--- src/rtl/mac_tx_framer.sv ---
// Store-and-forward MAC transmit framer: buffers whole frames, pads short ones, enforces inter-frame gap.
// Latency: a frame's last word written in cycle N raises tx_data_valid in cycle N+2 (from IDLE).
// Backpressure: none upstream (full/overflow flags only; writes while full are dropped); MAC paces byte 0 via tx_ack.
//
// Ports:
//   tx_clk, tx_reset             single clock, synchronous active-high reset
//   wr_data/wr_last/wr_en        write side: data word, end-of-frame flag, strobe
//   full, count, overflow        FIFO status (registered), sticky overflow/deadlock flag
//   tx_data, tx_data_valid       MAC client data and frame-in-progress strobe
//   tx_ack                       MAC accepted byte 0 (only observed while waiting for it)
//   frames_sent                  completed-frame counter, wraps at 2^16
module mac_tx_framer #(
    parameter int DATA_W     = 8,
    parameter int DEPTH_LOG2 = 9,
    parameter int MIN_FRAME  = 60,
    parameter int IFG        = 12
) (
    input  logic                  tx_clk,
    input  logic                  tx_reset,
    input  logic [DATA_W-1:0]     wr_data,
    input  logic                  wr_last,
    input  logic                  wr_en,
    output logic                  full,
    output logic [DEPTH_LOG2:0]   count,
    output logic                  overflow,
    output logic [DATA_W-1:0]     tx_data,
    output logic                  tx_data_valid,
    input  logic                  tx_ack,
    output logic [15:0]           frames_sent
);

    localparam int                DEPTH    = 1 << DEPTH_LOG2;
    localparam logic [DEPTH_LOG2:0] FULL_LVL = {1'b1, {DEPTH_LOG2{1'b0}}};
    localparam logic [16:0]       MIN_LEN  = 17'(MIN_FRAME);
    localparam logic [7:0]        IFG_LEN  = 8'(IFG);

    typedef enum logic [2:0] {
        S_IDLE,
        S_WAIT_ACK,
        S_SEND,
        S_PAD,
        S_GAP
    } state_t;

    // Each entry holds {last, data}.
    logic [DATA_W:0]         mem_q [DEPTH];

    logic [DEPTH_LOG2-1:0]   wr_ptr_q, wr_ptr_d;
    logic [DEPTH_LOG2-1:0]   rd_ptr_q, rd_ptr_d;
    logic [DEPTH_LOG2:0]     count_q, count_d;
    logic [DEPTH_LOG2:0]     pending_q, pending_d;
    logic                    full_q, full_d;
    logic                    overflow_q, overflow_d;
    state_t                  state_q, state_d;
    logic [15:0]             byte_cnt_q, byte_cnt_d;
    logic [15:0]             frames_q, frames_d;
    logic [7:0]              gap_cnt_q, gap_cnt_d;

    logic                    wr_acc;
    logic                    pop;
    logic                    flush;
    logic                    head_last;
    logic [DATA_W-1:0]       head_data;
    logic [15:0]             byte_inc;
    logic [16:0]             bytes_after;
    logic                    tx_valid_c;
    logic [DATA_W-1:0]       tx_data_c;

    // First-word-fall-through: the head word is read combinationally.
    assign head_data = mem_q[rd_ptr_q][DATA_W-1:0];
    assign head_last = mem_q[rd_ptr_q][DATA_W];

    assign wr_acc = wr_en & ~full_q;
    // A full FIFO holding no complete frame can never drain: discard it.
    assign flush  = full_q && (pending_q == '0);

    // Byte counter saturates; bytes_after is the unsaturated count including
    // the byte driven this cycle, used for the pad decision.
    assign byte_inc    = (byte_cnt_q == 16'hFFFF) ? 16'hFFFF : byte_cnt_q + 16'd1;
    assign bytes_after = {1'b0, byte_cnt_q} + 17'd1;

    always_comb begin
        state_d    = state_q;
        pop        = 1'b0;
        byte_cnt_d = byte_cnt_q;
        gap_cnt_d  = gap_cnt_q;
        tx_valid_c = 1'b0;
        tx_data_c  = '0;

        case (state_q)
            S_IDLE: begin
                if (pending_q != '0) begin
                    state_d = S_WAIT_ACK;
                end
            end
            S_WAIT_ACK: begin
                tx_valid_c = 1'b1;
                tx_data_c  = head_data;
                if (tx_ack) begin
                    pop        = 1'b1;
                    byte_cnt_d = 16'd1;
                    if (head_last) begin
                        state_d = (17'd1 < MIN_LEN) ? S_PAD : S_GAP;
                    end else begin
                        state_d = S_SEND;
                    end
                end
            end
            S_SEND: begin
                tx_valid_c = 1'b1;
                tx_data_c  = head_data;
                pop        = 1'b1;
                byte_cnt_d = byte_inc;
                if (head_last) begin
                    state_d = (bytes_after < MIN_LEN) ? S_PAD : S_GAP;
                end
            end
            S_PAD: begin
                tx_valid_c = 1'b1;
                byte_cnt_d = byte_inc;
                if (bytes_after >= MIN_LEN) begin
                    state_d = S_GAP;
                end
            end
            S_GAP: begin
                // Occupies IFG+1 cycles in total.
                if (gap_cnt_q == IFG_LEN) begin
                    state_d = S_IDLE;
                end else begin
                    gap_cnt_d = gap_cnt_q + 8'd1;
                end
            end
            default: begin
                state_d = S_IDLE;
            end
        endcase

        if (state_d == S_GAP && state_q != S_GAP) begin
            gap_cnt_d = 8'd0;
        end

        if (flush) begin
            state_d = S_IDLE;
        end
    end

    always_comb begin
        wr_ptr_d   = wr_ptr_q + DEPTH_LOG2'(wr_acc);
        rd_ptr_d   = rd_ptr_q + DEPTH_LOG2'(pop);
        count_d    = count_q + (DEPTH_LOG2+1)'(wr_acc) - (DEPTH_LOG2+1)'(pop);
        // Simultaneous frame-in and frame-out cancel out.
        pending_d  = pending_q + (DEPTH_LOG2+1)'(wr_acc & wr_last)
                               - (DEPTH_LOG2+1)'(pop & head_last);
        overflow_d = overflow_q | (wr_en & full_q) | flush;
        frames_d   = frames_q;
        if (state_d == S_GAP && state_q != S_GAP) begin
            frames_d = frames_q + 16'd1;
        end
        if (flush) begin
            wr_ptr_d = '0;
            rd_ptr_d = '0;
            count_d  = '0;
        end
        full_d = (count_d == FULL_LVL);
    end

    always_ff @(posedge tx_clk) begin
        if (tx_reset) begin
            wr_ptr_q   <= '0;
            rd_ptr_q   <= '0;
            count_q    <= '0;
            pending_q  <= '0;
            full_q     <= 1'b0;
            overflow_q <= 1'b0;
            state_q    <= S_IDLE;
            byte_cnt_q <= '0;
            frames_q   <= '0;
            gap_cnt_q  <= '0;
        end else begin
            wr_ptr_q   <= wr_ptr_d;
            rd_ptr_q   <= rd_ptr_d;
            count_q    <= count_d;
            pending_q  <= pending_d;
            full_q     <= full_d;
            overflow_q <= overflow_d;
            state_q    <= state_d;
            byte_cnt_q <= byte_cnt_d;
            frames_q   <= frames_d;
            gap_cnt_q  <= gap_cnt_d;
        end
    end

    // Storage needs no reset: the pointers define what is valid.
    always_ff @(posedge tx_clk) begin
        if (wr_acc) begin
            mem_q[wr_ptr_q] <= {wr_last, wr_data};
        end
    end

    assign full          = full_q;
    assign count         = count_q;
    assign overflow      = overflow_q;
    assign tx_data       = tx_data_c;
    assign tx_data_valid = tx_valid_c;
    assign frames_sent   = frames_q;

endmodule

--- config.mk ---
export PLATFORM = sky130hd
export DESIGN_NAME = mac_tx_framer
export DESIGN_NICKNAME = d
export VERILOG_FILES = /design/src/rtl/mac_tx_framer.sv
export SDC_FILE = /design/constraint.sdc
export NUM_CORES = 2
export LEC_CHECK = 0
export ABC_CLOCK_PERIOD_IN_PS = 5200
export CAP_MARGIN = 20
export CORE_UTILIZATION = 60
export DETAILED_ROUTE_END_ITERATION = 10
export PLACE_DENSITY = 0.76
export SYNTH_ARGS = -nofsm -noshare
export SYNTH_HDL_FRONTEND = slang
export SYNTH_MEMORY_MAX_BITS = 65536
export SYNTH_SLANG_ARGS = --single-unit
--- constraint.sdc ---
create_clock -name tx_clk -period 5.2 [get_ports tx_clk]
set_clock_uncertainty 0.15 [all_clocks]
set_input_delay 0.52 -clock tx_clk [delete_from_list [all_inputs] [get_ports tx_clk]]
set_output_delay 0.52 -clock tx_clk [all_outputs]
set_load 0.1 [all_outputs]
======== After elaboration in Yosys (flattened, before gate mapping) ========
Memories as Yosys holds them, arrays and structs flattened. A register that Yosys moved wholly into a read port is not among the register bits.
Index checks and enable logic that the tools add are counted.
storage, ports and cells
  register bits ........................... 83
  memory bits (writable) .................. 4,608
  input bits .............................. 13
  output and inout port bits .............. 37
  logic and storage cells ................. 76
  memories ................................ 1
cells by class
  $add $sub $neg .......................... 10
  order comparisons ....................... 2
  equality and inequality tests ........... 11
  muxes and demuxes ....................... 20
  bitwise operators ....................... 8
  reduce and logical (&&, ||, !) cells .... 14
memories
  name   words  bits a word  read ports  clocked after memory_dff  write ports  line  RTL
  mem_q  512    9            1           1                         1            46    logic [DATA_W:0] mem_q [DEPTH];
operators by type and width
  operator                                                                               count
  16-bit by 1-bit adder with 16-bit output (second input constant)                       2
  16-bit two-way mux                                                                     2
  16-bit one-hot mux with 2 select lines                                                 1
  3-bit two-way mux                                                                      7
  10-bit by 1-bit adder with 10-bit output                                               2
  10-bit by 1-bit subtractor with 10-bit output                                          2
  9-bit by 1-bit adder with 9-bit output                                                 2
  16-bit by 1-bit adder with 17-bit output (second input constant)                       1
  17-bit by 6-bit greater-or-equal comparator with 1-bit output (second input constant)  1
  17-bit by 6-bit less-than comparator with 1-bit output (second input constant)         1
  16-bit equality test (second input constant)                                           1
  3-bit one-hot mux with 5 select lines                                                  1
  10-bit equality test (second input constant)                                           1
  10-bit zero test                                                                       1
  10-bit two-way mux                                                                     1
  10-bit nonzero test                                                                    1
  3-bit equality test (second input constant)                                            3
  9-bit two-way mux                                                                      1
  8-bit by 1-bit adder with 8-bit output (second input constant)                         1
  8-bit by 4-bit equality test with 1-bit output (second input constant)                 1
  8-bit two-way mux                                                                      1
  2-bit OR reduction                                                                     4
  3-bit by 2-bit equality test with 1-bit output (second input constant)                 2
  1-bit two-way mux                                                                      5
  other kinds (12)                                                                       20

======== Logic depth before layout (Yosys ltp) ========
  depth in word-level cells ............... 8
  depth in mapped cells ................... 26
  mapped depth without buffers ............ 21

======== Worst setup path before layout ========
OpenSTA, ideal clock, no wires.
  path kind ............................... register to output
  start point ............................. reg, netlist name rd_ptr_q[2]
  end point ............................... out tx_data[5]
  data arrival time ....................... 3,955 ps
  data required time ...................... 4,530 ps
  slack ................................... 575 ps
  stages on the path, launching flop included .. 12
  buffers on the path ..................... 6
  cell sequence ........................... dfxtp_1 -> buf_2 -> buf_2 -> buf_2 -> buf_2 -> clkbuf_1 -> clkbuf_1 -> mux4_2 -> mux4_2 -> mux4_2 -> nand2_1 -> a21oi_1
RTL lines
  item              line  RTL
  end: declaration  26    output logic [DATA_W-1:0] tx_data,

==> metrics.txt <==
Iteration-0 DRC Markers=15700; FMAX=approximately 0.17 GHz; post-synthesis mux area share=0.186; Slew Limit Fails=0; vias in the first global route=93000; H-tree levels=5; leak pwr=64.4 nW; critical-path maximum fanout=13; Simple-Gate Fraction of Synth Area=0.0203; EDFF count, synth=4608; HP Class=primary input to flip-flop; Tot GR Track Use=0.332; Post-Synth Adder-Cell Area=0.00249; Ys Warns=0; data arrival time of the worst path=about 5.2 ns; CTS tree=done; max cap viols=0; Post-synth ARST share=0; Mean Syn Cell Area=~23 um2; largest family of logic cells by synthesized area=multiplexers; most frequent cell after synthesis=edfxtp_1; Die ar.=approximately 300000 um2; global routing met3 resource utilization=0.0833; hold_ws=-0.0139 ns; total gr overflow=0; pwr dens=411 nW/um2; met2 usage=0.526; failing checks=negative hold slack, negative setup slack; Tightest Pin Transition=around 1.3 ns; root buffer cell=clkbuf_16; final setup fails=15; post-synthesis xor/xnor area fraction=0.00231; row cnt=201; top post-synthesis cells by area=edfxtp_1, mux4_2, nor2_1; largest net degree at the start of global routing=217; Distinct cells, synth=67; fillers=about 17000; Worst Setup End Kind=primary output; Net Count, Synth=just under 8000; Synth area leader=edfxtp_1; I/O Pins=50; Die X-Extent=about 550 um; Initial Util=0.605; drt total wl=~510 mm; number of nets in the layout=~8700; Syn Std Cell Area=between 150000 and 200000 um2; RSZ-0062 raised after global routing=true; Worst-path clk slew=approximately 0.06 ns; CP required=about 4.5 ns; grt met1 use=0.440; via/cell ratio=between 7 and 8; Die Y=553 um; DP Area=190000 um2; Yosys reg bits=approximately 4700; crit path kind=flip-flop to primary output; period utilization=1.13; Syn Inst Count=~7900; Area growth, synth to finish=14.8%; first-pass GRT wire length=a little over 700 mm; Final Util=0.694; Port Buffers=between 40 and 50; detailed placer's ending HPWL=276 mm; post-synthesis compound-gate area fraction=0.00624; Seq/Total Area, Yosys=0.769; Max transition margin=0.114; Synth top area share=0.760; vias=93000; GRT busiest layer=met2; status=finished with violations; clk_lat worst skew=1.00 ns; Remaining DRCs=0; post-route cell area=209000 um2; CP Launch Type=flip-flop; Core ar.=approximately 300000 um2; drt pass-1 iters=7; layout cells sized above 1=0.328; clock sink count=4691; Synth Flop Type=edfxtp_1; endpoints failing hold=3; CTS Buffer Depth=4; fin crit period=between 5 and 6 ns; drt wl/cell=a little under 40 um; initial antenna violation count=39; post-route ant nets=0; VDD IR max=roughly 0.33 mV; CTS buffer count=about 450; pre-CTS setup slack=-1.02 ns; Synth top cells by count=edfxtp_1, mux4_2, nor2_1; Placer Congestion=about 0.9; final setup margin=-0.677 ns
[path summary, 6_finish.rpt]
kind / from / to / slack [ns] / cells after the start
worst max register to register: rd_ptr_q[0]$_SDFF_PP0_ / pending_q[9]$_SDFF_PP0_ / -0.67 / 25
worst max-delay path: rd_ptr_q[0]$_SDFF_PP0_ / tx_data[6] / -0.68 / 12
worst min register to register: overflow$_SDFF_PP0_ / overflow$_SDFF_PP0_ / 0.30 / 2
worst min-delay path: wr_data[2] / mem_q[114][2]$_DFFE_PP_ / -0.01 / 1
[stage by stage]
step / power (mW) / hold slack (ns) / TNS, ns / std cells
finish: 85.8 / -0.0139 / -7.34 / 13000
global route: 87.5 / 0.0198 / -7.30 / 13000
CTS: 85.0 / 0.0206 / -5.71 / 12900
detailed placement: 51.5 / 0.299 / -6.03 / 12000
global placement: 51.4 / 0.290 / -7.00 / 11900
floorplan: 48.5 / 0.321 / 0 / 7875
[critical path: stages, from the launching register on]
cell,delay (ns)
dfxtp_4,0.44
buf_12,0.20
buf_12,0.17
buf_16,0.16
buf_16,0.17
buf_4,0.15
mux4_2,0.55
mux4_2,0.55
mux4_2,0.67
mux4_2,0.56
mux2i_4,0.19
nor2_4,0.10
buf_12,0.24
[report_power, final]
group,switching [mW],internal (mW)
Clock,14.7,18.4
Sequential,0.0633,41.6
Combinational,5.72,5.33
Total,20.5,65.3
[timing repair]
| action | CTS | global route |
|---|---|---|
| gates resized for setup | 191 | 69 |
| setup endpoints to repair | 17 | 15 |
| pin swaps | 17 | 25 |
| setup buffers | 46 | 101 |
| cloned | 34 | 12 |
| endpoints found under the hold margin | 286 | 0 |
| hold buffers | 7 | 0 |
[layer usage]
metal  up-vias  routed length, um
li1      34900                  -
met1     48400             167000
met2      8194             247000
met3      1487              68300
met4        36              30000
met5         -                248
[registers in the layout, indices dropped and copies added (netlist names)]
name	flops
overflow	1
count	10
pending_q	10
byte_cnt_q	16
gap_cnt_q	8
wr_ptr_q	9
state_q	3
rd_ptr_q	9
full	1
mem_q	4608
frames_sent	16
[logic make-up after synthesis]
kind of cell / count (synthesis)
xor+xnor: 48
flops: 4691
buf+inv: 505
compound gates: 173
simple gates: 887
fa+ha+maj: 35
mux: 1536
[final cells by class]
class / instances / area (um2) / share of cell area
Sequential cell: 4691 / 140000 / 0.671
Multi-Input combinational cell: 2679 / 40100 / 0.192
Clock buffer: 536 / 11700 / 0.0559
Timing Repair Buffer: 768 / 8800 / 0.0422
Tap cell: 3958 / 4950 / 0.0237
Clock inverter: 290 / 3020 / 0.0144
Inverter: 47 / 191 / 0.000917
Antenna cell: 20 / 50.0 / 0.000240
[layout by cell type (no fill, tap or decap), types with 10 or more instances in the layout]
master and instances:
a21oi_1 42, a22oi_1 12, and2_1 13, and3_1 12, buf_12 91, buf_16 57, buf_4 516, buf_6 25
buf_8 16, bufinv_16 46, clkbuf_1 78, clkbuf_16 464, clkbuf_8 10, clkdlybuf4s50_1 32, clkinv_1 108, clkinv_16 15
clkinv_2 83, clkinvlp_4 19, dfxtp_1 77, diode_2 20, edfxtp_1 4608, ha_1 30, inv_1 42, mux2_2 14
mux2i_1 31, mux4_2 1480, nand2_1 93, nand2_4 16, nand2b_1 14, nand3_1 24, nor2_1 613, nor2b_1 24
nor3_1 22, nor4_1 11, o21ai_0 28, xnor2_1 30, xor2_1 13
Power figures use the tool's default switching activity.
